[src/rtl/booth_r4_seq_mult.sv]
// booth_r4_seq_mult: sequential radix-4 Booth multiplier, one digit per clock
module booth_r4_seq_mult #(
    parameter int WIDTH = 8
) (
    input  logic               clk,
    input  logic               rst,
    input  logic               in_valid,
    output logic               in_ready,
    input  logic               is_signed,
    input  logic [WIDTH-1:0]   a,
    input  logic [WIDTH-1:0]   b,
    output logic               out_valid,
    input  logic               out_ready,
    output logic [2*WIDTH-1:0] product,
    output logic               busy
);
    localparam int NDIG = WIDTH / 2 + 1;
    localparam int CW = $clog2(NDIG);
    localparam logic [1:0] IDLE = 2'd0, CALC = 2'd1, DONE = 2'd2;
    logic [1:0]         state;
    logic [WIDTH+1:0]   ax, mag, pp;
    logic [WIDTH+2:0]   sr;
    logic [2*WIDTH-1:0] acc, acc_nx, ppx;
    logic [CW-1:0]      cnt;
    logic [2:0]         d;
    logic               neg;
    assign d = sr[2:0];
    // negative digits add ~mag here and the +1 rides along with the shifted term
    always_comb begin
        mag = (d == 3'b011 || d == 3'b100) ? {ax[WIDTH:0], 1'b0} :
              (d == 3'b000 || d == 3'b111) ? '0 : ax;
        neg = d[2] & ~&d;
        pp = neg ? ~mag : mag;
        ppx = {{(WIDTH-2){pp[WIDTH+1]}}, pp};
        acc_nx = acc + ((ppx + {{(2*WIDTH-1){1'b0}}, neg}) << {cnt, 1'b0});
    end
    always_ff @(posedge clk) begin
        if (rst) begin
            state <= IDLE;
            ax <= '0;
            sr <= '0;
            acc <= '0;
            cnt <= '0;
            product <= '0;
        end else if (state == IDLE) begin
            if (in_valid) begin
                ax <= {{2{is_signed & a[WIDTH-1]}}, a};
                sr <= {{2{is_signed & b[WIDTH-1]}}, b, 1'b0};
                acc <= '0;
                cnt <= '0;
                state <= CALC;
            end
        end else if (state == CALC) begin
            acc <= acc_nx;
            sr <= sr >> 2;
            cnt <= cnt + CW'(1);
            if (cnt == CW'(NDIG - 1)) begin
                product <= acc_nx;
                state <= DONE;
            end
        end else if (state == DONE) begin
            if (out_ready) state <= IDLE;
        end else begin
            state <= IDLE;
        end
    end
    assign in_ready = state == IDLE;
    assign out_valid = state == DONE;
    assign busy = state != IDLE;
endmodule

[config.mk]
export PLATFORM = sky130hd
export DESIGN_NAME = booth_r4_seq_mult
export DESIGN_NICKNAME = d
export VERILOG_FILES = /design/src/rtl/booth_r4_seq_mult.sv
export SDC_FILE = /design/constraint.sdc
export NUM_CORES = 1
export LEC_CHECK = 0
export BUFFER_PORTS_ARGS = -buffer_cell sky130_fd_sc_hd__buf_2
export CAP_MARGIN = 25
export CORE_MARGIN = 2
export CORE_UTILIZATION = 42
export DETAILED_ROUTE_END_ITERATION = 8
export PLACE_DENSITY = 0.6
export SYNTH_ARGS = -nofsm -noshare
export SYNTH_HDL_FRONTEND = slang
export SYNTH_SLANG_ARGS = --single-unit
[constraint.sdc]
create_clock -name clk -period 5.6 [get_ports clk]
set_clock_uncertainty 0.1 [all_clocks]
set_input_delay 0.28 -clock clk [delete_from_list [all_inputs] [get_ports clk]]
set_output_delay 0.28 -clock clk [all_outputs]
set_load 0.05 [all_outputs]
Word-level counts from Yosys, hierarchy flattened
Index checks and enable logic that the tools add are counted.
{"block": "op_classes", "n_addsub": 3, "shift": 1, "n_eq_ne": 9, "n_mux": 18, "bitwise_logic": 5, "n_reduce_logical": 12}
{"op": "$mux 16", "n": 3}
{"op": "$mux 11", "n": 3}
{"op": "$mux 10", "n": 3}
{"op": "$add 16x16->16", "n": 1}
{"op": "$shl 16x4->16", "n": 1}
{"op": "$mux 2", "n": 6}
{"op": "$add 10x2->11", "n": 1}
{"op": "$not 10->10", "n": 1}
{"op": "$eq 3x3->1 const B", "n": 3}
{"op": "$mux 3", "n": 3}
{"op": "$reduce_and 3->1", "n": 3}
{"op": "$ne 4x2->1 const B", "n": 1}
{"op": "$reduce_and 2->1", "n": 2}
{"op": "$reduce_bool 2->1", "n": 2}
{"op": "$add 3x1->3 const B", "n": 1}
{"op": "$and 1x1->1", "n": 3}
{"op": "$eq 3x2->1 const B", "n": 1}
{"op": "$logic_not 3->1", "n": 1}
{"op": "$ne 3x2->1 const B", "n": 1}
{"op": "$eq 2x1->1 const B", "n": 1}
{"op": "$eq 2x2->1 const B", "n": 1}
{"op": "$logic_not 2->1", "n": 1}
{"op": "$logic_or 1x1->1", "n": 2}
{"op": "$ne 2x2->1 const B", "n": 1}
{"op": "2 further kinds", "n": 2}
{"block": "totals", "register_bits": 57, "elab_cells": 54, "inputBits": 21}

Longest topological paths before layout
Gate-level depths: netlist of run 1.
{"block": "logic_depth", "ltp_word": 11, "ltp_mapped": 20, "depth_no_buf": 19}

Least setup slack after synthesis of run 1
OpenSTA, ideal clock, no wires.
{"block": "synth_path", "path_type": "reg-to-reg", "start": "reg sr[2]", "end": "reg product[14]", "slack_ps": 1339, "required_time_ps": 5404, "arrival_ps": 4065, "setup_ps": 96, "stages_incl_launch_ff": 19, "synth_period_minus_slack_ps": 4261, "cell_sequence": "dfxtp_1 > buf_2 > buf_2 > nor2b_1 > ha_1 > ha_1 > nand3_1 > nor3_1 > xnor2_1 > a21oi_1 > mux2i_1 > and2_1 > ha_1 > nor3_1 > o21ai_0 > a211o_1 > a2111o_1 > a41o_1 > o311ai_1"}
{"block": "synth_via", "elab_chain_len": 9, "word_cells_on_any_way": 16, "cone_classes": "2 x add/sub; 3 x eq/ne; 1 x shift; 3 x mux; 2 x bitwise; 5 x reduce/logical"}
{"element": "start, declared", "line": "22", "source": "logic [WIDTH+2:0] sr;"}
{"element": "start signal, assigned", "line": "48", "source": "sr <= {{2{is_signed & b[WIDTH-1]}}, b, 1'b0};"}
{"element": "start signal, assigned", "line": "55", "source": "sr <= sr >> 2;"}
{"element": "$eq 3x3->1 / $logic_not 3->1 (equally long branches)", "line": "31", "source": "(d == 3'b000 || d == 3'b111) ? '0 : ax;"}
{"element": "$logic_or 1x1->1", "line": "31"}
{"element": "$mux 10", "line": "31"}
{"element": "$mux 10", "line": "30", "source": "mag = (d == 3'b011 || d == 3'b100) ? {ax[WIDTH:0], 1'b0} :"}
{"element": "$not 10->10", "line": "33", "source": "pp = neg ? ~mag : mag;"}
{"element": "$mux 10", "line": "33"}
{"element": "$add 10x2->11 (*)", "line": "35", "source": "acc_nx = acc + ((ppx + {{(2*WIDTH-1){1'b0}}, neg}) << {cnt, 1'b0});"}
{"element": "$shl 16x4->16 (*)", "line": "35"}
{"element": "$add 16x16->16 (*)", "line": "35"}
{"element": "end signal, assigned", "line": "58", "source": "product <= acc_nx;"}
{"element": "end, declared", "line": "14", "source": "output logic [2*WIDTH-1:0] product,"}
Mark *: on every way between the ends. The rest lies on a longest branch, timed or not.
A chain may end at the register's enable or synchronous reset.

Worst setup path after layout of run 1
{"block": "layout_path", "start": "reg sr[0]", "end": "reg product[14]"}
The elaborated chain is that of the path after synthesis.

==> out/qor.json, run 1 <==
{
  "status": {
    "status": "completed"
  },
  "timing": {
    "rsz0062_at_grt": "false",
    "timing_worst_slew_pin_value_ps": 1000,
    "timing.final.hold_violations": 0,
    "timing.setup.tns_ps": 0,
    "slew_headroom": 0.331,
    "hold_ws_ps": 83.0,
    "finalSetupViolCount": 0,
    "fin_crit_sh": 0.905,
    "timing_max_transition_violations_final": 0,
    "max_clock_freq_mhz": 197,
    "min_clock_period_post_route_ps": 5070
  },
  "floorplanning": {
    "floorplan.die_area_um2": 9980,
    "fp-row-count": 34,
    "die_y_um": 99.9,
    "floorplan.io_pins": 40,
    "die_w_um": 99.9,
    "start_util": 0.439,
    "coreArea_um2": 8810
  },
  "final_layout": {
    "synthToLayoutAreaGrowth_pct": 8.32,
    "fin_util": 0.475,
    "fillerInstances": 868,
    "final_cells": 633,
    "antenna_cells": 0,
    "layout-drive-gt1-share": 0.116,
    "finalNetCount": 565
  },
  "synthesis": {
    "syn_nets": 547,
    "yosysTopAreaCell": "dfxtp_1",
    "syn_avg_cell_area_um2": 7.64,
    "yosys_register_bits": 56,
    "synth_cell_type_count": 65,
    "yosysSeqAreaShare": 0.290,
    "largest_cells_by_area_after_synthesis": "dfxtp_1 29%, nand2_1 8.6%, ha_1 6.2%",
    "yosys-top-cells-count": "89 x nand2_1, 56 x dfxtp_1, 47 x a21oi_1, 43 x nor2_1, 26 x clkbuf_1",
    "yosys.cell_count.top_type": "nand2_1",
    "synth-edff-count": 0,
    "synthesis.yosys.warnings": 0,
    "netlist_area_um2": 3860,
    "synth_ff_type": "dfxtp_1",
    "synth_cells": 506,
    "synth_top_area_share": 0.290,
    "ys_async_sr_fraction": 0
  },
  "critical_path": {
    "cp_slowest_stage_delay_ps": 560,
    "worst_r2r_endpoint": "product[14]",
    "critical_path.reg2reg.startpoint": "sr[0]",
    "crit_path_start_kind": "register",
    "ff2ff_setup_slack_ps": 530,
    "critical_path.cell_chain": "or3b_1 > o221ai_1 > ha_1 > nand3_1 > nor3_1 > xnor2_1 > a21oi_1 > mux2i_1 > and2_1 > ha_1 > nor3_1 > o21ai_0 > a211o_1 > a2111o_1 > a41o_1 > o311ai_1",
    "critPathArrivalTime_ps": 5200,
    "cp.required_ps": 5730,
    "critical-path-slowest-cell": "or3b_1",
    "critPathCaptureType": "register",
    "crit_start": "sr[0]",
    "critical_path.max_fanout": 14,
    "reg2reg_depth": 16,
    "criticalPathCategory": "register to register",
    "worst_setup_path_endpoint": "product[14]"
  },
  "route": {
    "drt-wirelength-per-cell_um": 15.9,
    "dr.pass1.iters": 4,
    "first_iter_violations": 159,
    "vias_per_cell": 5.77,
    "drc": 0,
    "routed_vias": 3650,
    "postRouteAntennaNets": 0,
    "route.final.wire_length_mm": 10.1
  },
  "global_route": {
    "grt_max_degree": 61,
    "grt_first_pass_wirelength_mm": 17.3,
    "number_of_antenna_violations_at_the_first_check_in_global_routing": 0,
    "use_met3": 0.0292,
    "gr-usage-met1": 0.278,
    "grt_overflow": 0,
    "grt_most_used_layer": "met2",
    "grt_pass1_vias": 3602,
    "global_route.usage.total": 0.211,
    "groute.layer.met2.usage": 0.357
  },
  "cts": {
    "worst_path_clk_slew_ps": 110,
    "postCtsResizedCells": 0,
    "cts_buffers": 5,
    "post_cts.repair.setup_buffers": 0,
    "ctsRootBufferMaster": "clkbuf_8",
    "cts_buffer_depth": 2,
    "tritoncts_num_sinks": 56,
    "hold_buffers": 0,
    "insertion_delay_ps": 320,
    "htree_num_levels": 2,
    "cts_tree": "done"
  },
  "placement": {
    "portBuffers": 39,
    "dpl.hpwl_mm": 7.32,
    "count_of_placed_standard_cells_including_taps": 625,
    "routabilityCongestion": 0.866
  },
  "pwr": {
    "cellInternalPower_w": 0.000651,
    "combinationalPowerShare": 0.343,
    "pwr-share-clk": 0.229,
    "net-switching-power_w": 0.000390,
    "static_leak_nw": 1.67,
    "power_frac_seq": 0.428,
    "ir_worst_vdd_mv": 0.112,
    "swShare": 0.374,
    "pwr_density_cell_nw_per_um2": 249
  },
  "hold_path": {
    "holdCritPathClass": "input pin to register"
  },
  "run": {
    "number_of_max_capacitance_violations_reported": 0
  }
}
## power by group through the flow
| stage | logic [W] | registers (W) | clock network (W) |
|---|---|---|---|
| CTS | 0.000355 | 0.000445 | 0.000240 |
| global route | 0.000402 | 0.000450 | 0.000255 |
| finish | 0.000357 | 0.000446 | 0.000238 |
| floorplan | 0.000287 | 0.000441 | 0 |
| detailed placement | 0.000354 | 0.000455 | 0 |
| global placement | 0.000352 | 0.000453 | 0 |
## logic make-up after synthesis
group / Yosys count / synth area share
fa+ha+maj: 20 / 0.0667
flops: 56 / 0.290
buf+inv: 42 / 0.0421
compound gates: 130 / 0.237
xor+xnor: 28 / 0.0654
mux: 11 / 0.0301
simple gates: 219 / 0.269
## flip-flops by register name (all words and copies together), names as in the netlist
signal	cells
acc	16
product	16
sr	10
ax	9
cnt	3
state	2
## per-stage QoR
stage               setup slack [ps]  power (W)  instance area (um^2)
detailed placement               595   0.000809                  4100
global placement                 634   0.000805                  4100
floorplan                       1340   0.000728                  3860
CTS                              584    0.00104                  4190
finish                           534    0.00104                  4190
global route                    21.0    0.00111                  4190
## metal layers
metal	vias up	wire length, um
li1	1860	-
met5	-	0
met2	46	4650
met1	1725	4950
met3	19	238
met4	0	240
## worst max-delay path, delay by kind of cell, from the launching register on
kind | cells | cell delay, ps
AOI/OAI and AO/OA | 7 | 2140
xor gates and xnor gates | 1 | 160
muxes | 1 | 120
and+or+nand+nor | 5 | 1450
adders and majority gates | 2 | 510
DFF | 1 | 470
## area by class of cell
type | instances | area, um^2 | share of cell area
well taps | 108 | 135 | 0.0323
flip-flops and latches | 56 | 1120 | 0.268
inverters | 10 | 37.5 | 0.00897
clock inverters | 2 | 13.8 | 0.00329
repair buffers | 43 | 225 | 0.0538
multi-input cells | 408 | 2580 | 0.616
clock buffers | 6 | 72.6 | 0.0173
## worst min path at each step
| stage | from | endpoint | slack, ps | depth (start not counted) |
|---|---|---|---|---|
| 2_1_floorplan | a[0] | ax[0] | 320 | 2 |
| 5_1_grt | a[1] | ax[1] | 100 | 3 |
| 3_3_place_gp | sr[9] | sr[9] | 340 | 2 |
| 4_1_cts | a[6] | ax[6] | 90 | 3 |
| 3_5_place_dp | product[9] | product[9] | 350 | 2 |
| 6_report | a[6] | ax[6] | 80 | 3 |
## cells in the final DEF (no fill, tap or decap), types with 6 or more instances in the layout
master and instances:
nor2_1 43, inv_1 10, nand3_1 22, nor3_1 16, a21oi_1 47, nor2b_1 6, nand2b_1 6, dfxtp_1 56
buf_2 39, xnor2_1 21, nand2_1 89, o21ai_0 8, a311oi_1 6, xor2_1 6, a211oi_1 7, nand4_1 8
mux2i_1 6, ha_1 19
No activity file was read; power rests on OpenSTA's default activity.
==> run 2: changes to the inputs <==
--- a/config.mk
+++ b/config.mk
@@ -5,12 +5,15 @@
 export SDC_FILE = /design/constraint.sdc
 export NUM_CORES = 1
 export LEC_CHECK = 0
+export ABC_AREA = 1
 export BUFFER_PORTS_ARGS = -buffer_cell sky130_fd_sc_hd__buf_2
 export CAP_MARGIN = 25
 export CORE_MARGIN = 2
 export CORE_UTILIZATION = 42
+export CTS_BUF_LIST = sky130_fd_sc_hd__clkbuf_2 sky130_fd_sc_hd__clkbuf_4 sky130_fd_sc_hd__clkbuf_8
 export DETAILED_ROUTE_END_ITERATION = 8
 export PLACE_DENSITY = 0.6
+export RECOVER_POWER = 25
 export SYNTH_ARGS = -nofsm -noshare
 export SYNTH_HDL_FRONTEND = slang
 export SYNTH_SLANG_ARGS = --single-unit
==> run 2 against run 1 <==
  * The run now ends with capacitance limit, slew limit left
  * Cell area down 6.5%
  * Global-route usage shrank 1.7 points
  * Sequential share of layout area up 1.9 points
  * Non-clock buffer count is the same
  * Via count decreased by 2.6%
  * Die area is 6.8% lower
  * Worst hold slack gained 32 ps
  * Setup slack improved by 450 ps
  * Area after synthesis shrank 7.1%
  * Count of clock-buffer cells in the layout stayed put
  * Register-to-register slack gained 450 ps
  * Critical path type unchanged
  * Largest cell class unchanged
==> out/qor.json, run 2 <==
{
  "critical_path": {
    "crit_path_start_kind": "register",
    "critPathTopFamily": "simple AND/OR/NAND/NOR gates",
    "critPathArrivalTime": {"value": 4650, "unit": "ps", "change": "-550 ps"},
    "critical_path_buf_inv_count": {"value": 3, "change": "+3"},
    "critPathCaptureType": "register",
    "critical_path.max_fanout": {"value": 13, "change": "-1"},
    "cp.required": {"value": 5630, "unit": "ps", "change": "-100 ps"},
    "cp_slowest_stage_delay": {"value": 440, "unit": "ps", "change": "-120 ps"},
    "criticalPathCategory": "register to register",
    "crit_path_frequent_cell": "nand3_1",
    "critical-path-slowest-cell": "dfxtp_1"
  },
  "global_route": {
    "gr-usage-met1": {"value": 0.286, "change": "+0.00748"},
    "grt_most_used_layer": "met2",
    "groute.layer.met2.usage": {"value": 0.303, "change": "-0.0538"},
    "grt_pass1_vias": {"value": 3113, "change": "-14%"},
    "use_met3": {"value": 0.0233, "change": "-0.00597"},
    "grt_overflow": {"value": 0, "change": "unchanged"},
    "global_route.usage.total": {"value": 0.194, "change": "-0.0168"},
    "grt_first_pass_wirelength": {"value": 14.5, "unit": "mm", "change": "-17%"},
    "grt_max_degree": {"value": 40, "change": "-34%"},
    "number_of_antenna_violations_at_the_first_check_in_global_routing": {"value": 0, "change": "unchanged"}
  },
  "status": {
    "status": "finished, violations left",
    "failed_checks": "capacitance limit, slew limit"
  },
  "synthesis": {
    "synthesis.yosys.warnings": {"value": 0, "change": "unchanged"},
    "yosysSeqAreaShare": {"value": 0.312, "change": "+0.0221"},
    "synth-edff-count": {"value": 0, "change": "unchanged"},
    "syn_nets": {"value": 591, "change": "+8.0%"},
    "synth_top_area_share": {"value": 0.312, "change": "+0.0221"},
    "yosys.cell_count.top_type": "nand2_1",
    "largest_cells_by_area_after_synthesis": "dfxtp_1 31%, nand2_1 16%, o21ai_0 6.8%",
    "netlist_area": {"value": 3590, "unit": "um^2", "change": "-7.1%"},
    "yosysTopAreaCell": "dfxtp_1",
    "synth_ff_type": "dfxtp_1",
    "synth_cells": {"value": 550, "change": "+8.7%"},
    "yosys-top-cells-count": "149 x nand2_1, 60 x nor2_1, 56 x dfxtp_1, 49 x o21ai_0, 48 x a21oi_1",
    "ys_async_sr_fraction": {"value": 0, "change": "unchanged"},
    "syn_avg_cell_area": {"value": 6.53, "unit": "um^2", "change": "-15%"},
    "yosys_register_bits": {"value": 56, "change": "unchanged"},
    "synth_cell_type_count": {"value": 35, "change": "-46%"}
  },
  "floorplanning": {
    "floorplan.die_area": {"value": 9300, "unit": "um^2", "change": "-6.8%"},
    "start_util": {"value": 0.435, "change": "-0.00406"},
    "floorplan.io_pins": {"value": 40, "change": "unchanged"},
    "die_w": {"value": 96.5, "unit": "um", "change": "-3.5%"},
    "die_y": {"value": 96.5, "unit": "um", "change": "-3.5%"},
    "coreArea": {"value": 8260, "unit": "um^2", "change": "-6.2%"},
    "fp-row-count": {"value": 33, "change": "-2.9%"}
  },
  "placement": {
    "dpl.hpwl": {"value": 6.53, "unit": "mm", "change": "-11%"},
    "count_of_placed_standard_cells_including_taps": {"value": 676, "change": "+8.2%"},
    "area_after_detailed_placement": {"value": 3840, "unit": "um^2", "change": "-6.2%"},
    "routabilityCongestion": {"value": 0.891, "change": "+2.9%"},
    "placement.setup.worst_slack": {"value": 1070, "unit": "ps", "change": "+473 ps"},
    "portBuffers": {"value": 39, "change": "unchanged"}
  },
  "final_layout": {
    "reg_top3": "acc (16), product (16), sr (10)",
    "final_common_cell": "nand2_1",
    "antenna_cells": {"value": 0, "change": "unchanged"},
    "layout.cells.most_common_list": "149 x nand2_1, 60 x nor2_1, 56 x dfxtp_1",
    "fin_util": {"value": 0.474, "change": "-0.00149"},
    "layout-drive-gt1-share": {"value": 0.0984, "change": "-0.0177"},
    "finalNetCount": {"value": 619, "change": "+9.6%"},
    "synthToLayoutAreaGrowth_pct": 8.99,
    "final_cell_area": {"value": 3910, "unit": "um^2", "change": "-6.5%"},
    "final_cells": {"value": 684, "change": "+8.1%"}
  },
  "timing": {
    "finalSetupViolCount": {"value": 0, "change": "unchanged"},
    "timing.setup.tns": {"value": 0, "unit": "ps", "change": "unchanged"},
    "fin_crit_sh": {"value": 0.825, "change": "-0.0798"},
    "timing.final.ws_setup": {"value": 981, "unit": "ps", "change": "+447 ps"},
    "slew_headroom": {"value": -0.156, "change": "-0.487"},
    "timing.final.hold_violations": {"value": 0, "change": "unchanged"},
    "min_clock_period_post_route": {"value": 4620, "unit": "ps", "change": "-447 ps"},
    "rsz0062_at_grt": "false",
    "max_clock_freq": {"value": 216, "unit": "MHz", "change": "+9.7%"},
    "timing_max_transition_violations_final": {"value": 40, "change": "+40"},
    "timing_worst_slew_pin_value": {"value": 1730, "unit": "ps", "change": "+734 ps"}
  },
  "pwr": {
    "ir_worst_vdd": {"value": 0.139, "unit": "mV", "change": "+24%"},
    "static_leak": {"value": 1.75, "unit": "nW", "change": "+4.8%"},
    "pwr_density_cell": {"value": 253, "unit": "nW/um^2", "change": "+1.9%"}
  },
  "cts": {
    "tritoncts_num_sinks": {"value": 56, "change": "unchanged"},
    "worst_path_clk_slew": {"value": 100, "unit": "ps", "change": "about the same"},
    "hold_buffers": {"value": 0, "change": "unchanged"},
    "post_cts.repair.setup_buffers": {"value": 0, "change": "unchanged"},
    "cts_tree": "done",
    "insertion_delay": {"value": 310, "unit": "ps", "change": "about the same"},
    "cts_buffers": {"value": 5, "change": "unchanged"},
    "postCtsResizedCells": {"value": 0, "change": "unchanged"},
    "ctsRootBufferMaster": "clkbuf_8",
    "htree_num_levels": {"value": 2, "change": "unchanged"},
    "cts_buffer_depth": {"value": 2, "change": "unchanged"}
  },
  "route": {
    "routed_vias": {"value": 3556, "change": "-2.6%"},
    "vias_per_cell": {"value": 5.20, "change": "-9.8%"},
    "postRouteAntennaNets": {"value": 0, "change": "unchanged"},
    "first_iter_violations": {"value": 132, "change": "-17%"},
    "route.final.wire_length": {"value": 8.60, "unit": "mm", "change": "-15%"},
    "dr.pass1.iters": {"value": 5, "change": "+1"},
    "drt-wirelength-per-cell": {"value": 12.6, "unit": "um", "change": "-21%"},
    "drc": {"value": 0, "change": "unchanged"}
  },
  "hold_path": {
    "holdCritPathClass": "input pin to register"
  },
  "run": {
    "number_of_max_capacitance_violations_reported": {"value": 1, "change": "+1"}
  }
}
-- run 2: changes by cell type after synthesis, sizes merged, moves of 7 or more --
cell / previous run / this run
nand3: 22 / 49
inv: 10 / 37
clkbuf: 26 / 15
nor3: 16 / 2
nor2: 44 / 66
xnor2: 22 / 7
nand2: 89 / 158
nand4: 8 / 1
o21ai: 13 / 51
-- run 2: logic make-up after synthesis --
kind of cell,Yosys count,share of synthesized area
AOI/OAI and AO/OA,116,0.172
DFF,56,0.312
and+or+nand+nor,280,0.334
adders and majority gates,20,0.0718
buffers and inverters,61,0.0690
xor gates and xnor gates,17,0.0415
-- run 2: final cells by class --
cell class                      count  area (um^2)
Clock inverter                      2         13.8
Fill cell                         898         4350
Multi-Input combinational cell    433         2220
Timing Repair Buffer               43          203
Clock buffer                        6         76.3
Inverter                           39          146
Tap cell                          105          131
Sequential cell                    56         1120
-- run 2: stage by stage --
step           total power [W]  hold slack, ps
4_1_cts               0.000999             102
2_1_floorplan         0.000693             325
6_report              0.000991             115
5_1_grt                0.00106             119
3_3_place_gp          0.000766             351
3_5_place_dp          0.000768             355
-- run 2: worst register-to-register path: stages, from the launching register on --
cell and delay, ps:
dfxtp_1 440, inv_2 80, nor2_4 300, inv_2 180, nand3_1 160, nand2_1 90
inv_1 60, ha_1 180, nand3_1 110, nor2_2 150, nand3_1 120, xnor2_1 160
nand2_1 90, nand3_1 70, o21ai_0 120, nor2_1 70, ha_1 370, nand2_1 90
o21ai_0 170, nor2_1 90, o21ai_0 300, a21oi_1 110, o21bai_1 210, nand2_1 100
o21ai_0 230, nand3_1 130, nand3_1 110, a21oi_2 50
-- run 2: where the power goes --
part           total, W  internal, W  switching [W]  leakage [nW]
sequential     0.000441     0.000421      0.0000200         0.457
clock          0.000228    0.0000945       0.000133        0.0490
combinational  0.000322     0.000109       0.000213          1.25
-- run 2: path summary, 6_finish.rpt --
path,startpoint,to,slack (ps),cells after the start
max,sr[2],acc[15],980,27
min reg2reg,product[0],product[0],370,2
max reg2reg,sr[2],acc[15],980,27
min,out_ready,state[1],110,4
-- run 2: per-layer routing --
| metal | up-vias | share of wire |
|---|---|---|
| li1 | 1870 | - |
| met1 | 1611 | 0.53 |
| met2 | 66 | 0.43 |
| met3 | 9 | 0.032 |
| met4 | 0 | 0.012 |
| met5 | - | 0 |
